File: src/rtl/tt_mux_pkg.sv
// tt_mux_pkg: shared controller state encoding and project wrapper bundle widths.
package tt_mux_pkg;
    localparam int IW = 18;
    localparam int OW = 24;
    typedef enum logic [2:0] {OFF, RUN, DRAIN, SWAP, RESET} state_e;
endpackage

File: src/rtl/tt_sync2.sv
// tt_sync2: two-flop synchronizer, both stages clear to 0 on reset.
module tt_sync2 (
    input  logic clk,
    input  logic rst_n,
    input  logic d_i,
    output logic q_o
);
    logic [1:0] sync_q;
    always_ff @(posedge clk or negedge rst_n)
        if (!rst_n) sync_q <= '0;
        else        sync_q <= {sync_q[0], d_i};
    assign q_o = sync_q[1];
endmodule

File: src/rtl/tt_proj_mux_ctrl.sv
// tt_proj_mux_ctrl: selects one project slot, gating its clock and sequencing drain/swap/reset on every switch.
module tt_proj_mux_ctrl
    import tt_mux_pkg::*;
#(
    parameter int NUM_PROJ     = 8,
    parameter int AW           = 4,
    parameter int RST_CYCLES   = 4,
    parameter int DRAIN_CYCLES = 2
) (
    input  logic                clk,
    input  logic                rst_n,
    input  logic                sel_valid,
    input  logic [AW-1:0]       sel_addr,
    output logic                sel_ready,
    input  logic                user_rst_n,
    output logic [NUM_PROJ-1:0] proj_ena,
    output logic                proj_clk_en,
    output logic                proj_rst_n,
    output logic [AW-1:0]       active_sel,
    output logic                active_valid
);
    localparam int MAXC = (RST_CYCLES > DRAIN_CYCLES) ? RST_CYCLES : DRAIN_CYCLES;
    localparam int CW   = $clog2(MAXC + 1);

    state_e               state_q, state_d;
    logic [CW-1:0]        cnt_q, cnt_d;
    logic [AW-1:0]        cur_q, cur_d, pend_q, pend_d;
    logic [NUM_PROJ-1:0]  ena_d;
    logic                 user_rst_s, accept, none_in, on, ready_d;

    tt_sync2 u_sync (.clk(clk), .rst_n(rst_n), .d_i(user_rst_n), .q_o(user_rst_s));

    assign accept  = sel_valid && sel_ready;
    assign none_in = sel_addr >= AW'(NUM_PROJ);

    always_comb begin
        state_d = state_q;
        cnt_d   = (cnt_q > CW'(1)) ? cnt_q - CW'(1) : cnt_q;
        cur_d   = cur_q;
        pend_d  = pend_q;
        case (state_q)
            OFF: if (accept && !none_in) begin
                pend_d  = sel_addr;
                cur_d   = sel_addr;
                cnt_d   = CW'(RST_CYCLES);
                state_d = RESET;
            end
            RUN: if (accept) begin
                pend_d  = sel_addr;
                cnt_d   = CW'(DRAIN_CYCLES);
                state_d = DRAIN;
            end
            DRAIN: state_d = (cnt_q == CW'(1)) ? SWAP : DRAIN;
            SWAP: begin
                cur_d   = pend_q;
                cnt_d   = CW'(RST_CYCLES);
                state_d = (pend_q >= AW'(NUM_PROJ)) ? OFF : RESET;
            end
            RESET: state_d = (cnt_q == CW'(1)) ? RUN : RESET;
            default: state_d = OFF;
        endcase
    end

    // Outputs follow the registered state one cycle later; ready rises with active_valid.
    always_comb begin
        on    = (state_q == RUN) || (state_q == DRAIN) || (state_q == RESET);
        ena_d = '0;
        for (int i = 0; i < NUM_PROJ; i++) ena_d[i] = on && (cur_q == AW'(i));
        ready_d = (state_d == OFF) || (state_d == RUN && state_q == RUN);
    end

    always_ff @(posedge clk or negedge rst_n) begin
        if (!rst_n) begin
            state_q      <= OFF;
            cnt_q        <= '0;
            cur_q        <= '0;
            pend_q       <= '0;
            sel_ready    <= 1'b1;
            proj_ena     <= '0;
            proj_clk_en  <= 1'b0;
            proj_rst_n   <= 1'b0;
            active_sel   <= '0;
            active_valid <= 1'b0;
        end else begin
            state_q      <= state_d;
            cnt_q        <= cnt_d;
            cur_q        <= cur_d;
            pend_q       <= pend_d;
            sel_ready    <= ready_d;
            proj_ena     <= ena_d;
            proj_clk_en  <= (state_q == RUN) || (state_q == RESET);
            proj_rst_n   <= (state_q == RUN) && user_rst_s;
            active_sel   <= cur_q;
            active_valid <= state_q == RUN;
        end
    end
endmodule

File: config.mk
export PLATFORM = sky130hd
export DESIGN_NAME = tt_proj_mux_ctrl
export DESIGN_NICKNAME = d
export VERILOG_FILES = /design/src/rtl/tt_mux_pkg.sv /design/src/rtl/tt_sync2.sv /design/src/rtl/tt_proj_mux_ctrl.sv
export SDC_FILE = /design/constraint.sdc
export NUM_CORES = 1
export LEC_CHECK = 0
export ABC_AREA = 1
export BUFFER_PORTS_ARGS = -buffer_cell sky130_fd_sc_hd__clkbuf_2
export CORE_ASPECT_RATIO = 1.5
export CORE_UTILIZATION = 42
export CTS_CLUSTER_DIAMETER = 50
export CTS_CLUSTER_SIZE = 30
export DETAILED_ROUTE_END_ITERATION = 10
export PLACE_DENSITY = 0.66
export SYNTH_ARGS = -nofsm -noshare
export SYNTH_HDL_FRONTEND = slang
export SYNTH_SLANG_ARGS = --single-unit
File: constraint.sdc
create_clock -name clk -period 1.6 [get_ports clk]
set_input_delay 0.08 -clock clk [delete_from_list [all_inputs] [get_ports clk]]
set_output_delay 0.08 -clock clk [all_outputs]
set_load 0.005 [all_outputs]
==> results by group <==
Status
  – Run status: finished, final reports clean

STA
  – Final Hold Fails: 0
  – Final setup fails: 0
  – Slew HR: 49.73%
  – Final worst path period share: 80.82%
  – Fin Setup TNS: 0 ns
  – RSZ-0062 raised after global routing: false
  – Skew final: 0.006183 ns
  – Least-Margin Pin Slew: 0.7540 ns
  – Fmax achieved: 0.7733 GHz
  – Pins Over Slew Limit: 0
  – Minimum clock period: 1.293 ns

Global route
  – First-pass GRT wire length: 4450 um
  – M2 GR Usage: 30.52%
  – Largest net degree at the start of global routing: 33
  – Vias in the first global route: 1069
  – Met3 Track Usage GR: 6.801%
  – Antenna violations before repair: 0
  – GRT Util Overall: 18.80%
  – Gr ovfl total: 0
  – GRT busiest layer: met2
  – Met1 usage: 18.91%

Synth
  – Synth top area cells: dfrtp_1 58%, nand2_1 12%, nand3_1 7.4%
  – Top-count cell post-synth: nand2_1
  – Synth Net Count: 166
  – Netlist cell types: 15
  – Register area share after synthesis: 59.57%
  – Seq cells post-synth: 32
  – Syn Area/Cell: 8.630 um^2
  – Share of the synthesized area in the top cell type: 57.62%
  – FFs w/ async S/R, synth: 100.0%
  – Post-Synthesis Cells: 156
  – Ys Warns: 0
  – Cell accounting for the most synthesized area: dfrtp_1
  – Post-synth EDFFs: 0
  – Synthesized area: 1346 um^2
  – Top_reg_cell synth: dfrtp_1
  – Synth top cells by count: 42 x nand2_1, 31 x dfrtp_1, 23 x inv_1

Clock network
  – Post CTS Setup Buffer Count: 0
  – Clock root buffer: clkbuf_8
  – Skew-Pair Late Insertion Delay: 0.28 ns
  – Clock Sinks: 32
  – CTS resizes: 0
  – CTS tree: built
  – # H-tree levels: 2
  – Hold Buf Count CTS: 2
  – Max clock buf depth: 2
  – CTS buffer count: 5
  – Clk slew on worst S/H paths: 0.06 ns

Power and ir drop
  – Sw Ratio: 37.03%
  – Clk pwr share: 21.8%
  – Total Power: 0.002988 W
  – Internal cell power: 0.001881 W
  – Switching pwr: 0.001106 W
  – Maximum vdd drop: 0.8826 mV
  – Power Density: 1837 nW/um^2
  – Flop pwr share: 43.5%
  – Leakage: 0.9923 nW
  – Comb pwr share: 34.8%

Die
  – Core Region: 2973 um^2
  – Starting density of the core: 45.29%
  – IO Pins: 24
  – Row count: 24
  – Chip width: 48.23 um
  – Die height: 71.34 um
  – Die area: 3440 um^2

Drt
  – # DRC: 0
  – Vias: 1091
  – DR WL/cell: 11.29 um
  – Drt total wl: 2562 um
  – First-pass DRT Iterations: 4
  – Detailed router's first-iteration violation count: 14
  – Vias per inst: 4.806
  – Post-route antenna net violation count: 0

Placement
  – DP Area: 1510 um^2
  – Placed cells: 218
  – Post-detail-place hpwl: 1966 um
  – Buffers on Ports: 23
  – GPL Wtd Cong: 0.8462

Worst setup path
  – Setup crit end kind: flop
  – Worst Path Required: 1.76 ns
  – Worst Path Max Fanout: 10
  – Largest stage delay, worst path: 0.53 ns
  – Top cell by count, worst path: nand2_1
  – Critical path arrival: 1.46 ns
  – Critical path cell sequence: nand2_1, nor2_1, nand2_4, nand2_1, o21ai_1
  – Setup crit start kind: flop
  – R2R cell count: 5
  – Slowest CP cell: dfstp_2
  – Crit path kind: flop to flop

Finish
  – Number of nets in the layout: 198
  – Fillers: 285
  – Share of cells above drive strength 1: 20.21%
  – Layout area overhead: 20.82%
  – Multi-input gate area: 446.7 um^2
  – Antenna diodes: 0
  – Fin area: 1627 um^2
  – Seq. cell area: 802.0 um^2
  – Finished Layout Cells: 227

Worst hold path
  – Hold Path Stages: 3
  – Hold Path Class: input port to flop

Run
  – Max capacitance violation total: 0
-- per-stage QoR --
stage               setup WS [ns]  utilization, %  hold slack [ns]
global route               0.1828           54.71          0.02932
detailed placement         0.3278           50.80           0.1908
finish                     0.3068           54.71          0.01963
CTS                        0.3132           54.71          0.01888
global placement           0.3598           50.80           0.1823
floorplan                  0.4283               -          -0.2156
-- layout by cell type (no fill, tap or decap) --
| master | instances |
|---|---|
| dfstp_2 | 1 |
| dfrtp_1 | 31 |
| clkbuf_8 | 7 |
| a21oi_1 | 1 |
| nand2_2 | 1 |
| o21ai_0 | 5 |
| nand3_2 | 2 |
| nand2_4 | 1 |
| nand2_1 | 42 |
| inv_2 | 3 |
| inv_1 | 23 |
| xnor2_1 | 1 |
| clkbuf_2 | 23 |
| nor2_1 | 22 |
| ha_1 | 2 |
| o21ai_1 | 1 |
| dlygate4sd3_1 | 2 |
| nand3_1 | 20 |
-- cell type report --
cell class | count | share of cell area, %
inverters | 26 | 6.000
multi-input cells | 98 | 27.46
repair buffers | 25 | 8.308
well taps | 39 | 3.000
clock buffers | 7 | 5.923
flip-flops and latches | 32 | 49.31
-- power by group through the flow --
| stage | Combinational (W) | Sequential (W) | Clock, W |
|---|---|---|---|
| 6_report | 0.00104 | 0.00130 | 0.000651 |
| 5_1_grt | 0.00123 | 0.00134 | 0.000719 |
| 4_1_cts | 0.00106 | 0.00130 | 0.000667 |
| 3_5_place_dp | 0.00104 | 0.00131 | 0 |
| 3_3_place_gp | 0.000994 | 0.00129 | 0 |
| 2_1_floorplan | 0.000705 | 0.00129 | 0 |
-- flip-flops by register name (all words and copies together) (netlist names) --
name           count
proj_ena           8
active_sel         4
cur_q              4
pend_q             4
cnt_q              3
state_q            3
u_sync.sync_q      2
active_valid       1
proj_clk_en        1
proj_rst_n         1
sel_ready          1
-- worst paths after layout --
check                                 start                to  slack, ns
max                               sel_ready         pend_q[3]       0.31
min                             sel_addr[1]         pend_q[1]       0.02
max reg2reg                       sel_ready         pend_q[3]       0.31
min reg2reg                u_sync.sync_q[0]  u_sync.sync_q[1]       0.36
max in group asynchronous             rst_n     active_sel[2]       0.72
min in group asynchronous             rst_n        state_q[0]       0.40
-- worst max-delay path: cells and delay by family, from the launching register on --
kind / cells / cell delay [ns]
simple gates: 4 / 0.56
flops: 1 / 0.53
compound gates: 1 / 0.08
-- cell families after synthesis --
group / share of synthesized area, %
buf+inv: 7.249
xor+xnor: 0.6507
simple gates: 28.07
compound gates: 2.601
fa+ha+maj: 1.858
flops: 59.57
-- routing by layer --
metal	part of all wire (%)	wire length (um)
met1	36	910
met2	56	1438
met3	3.9	101
met4	4.4	112
met5	0	0
No activity file was read; power rests on OpenSTA's default activity.
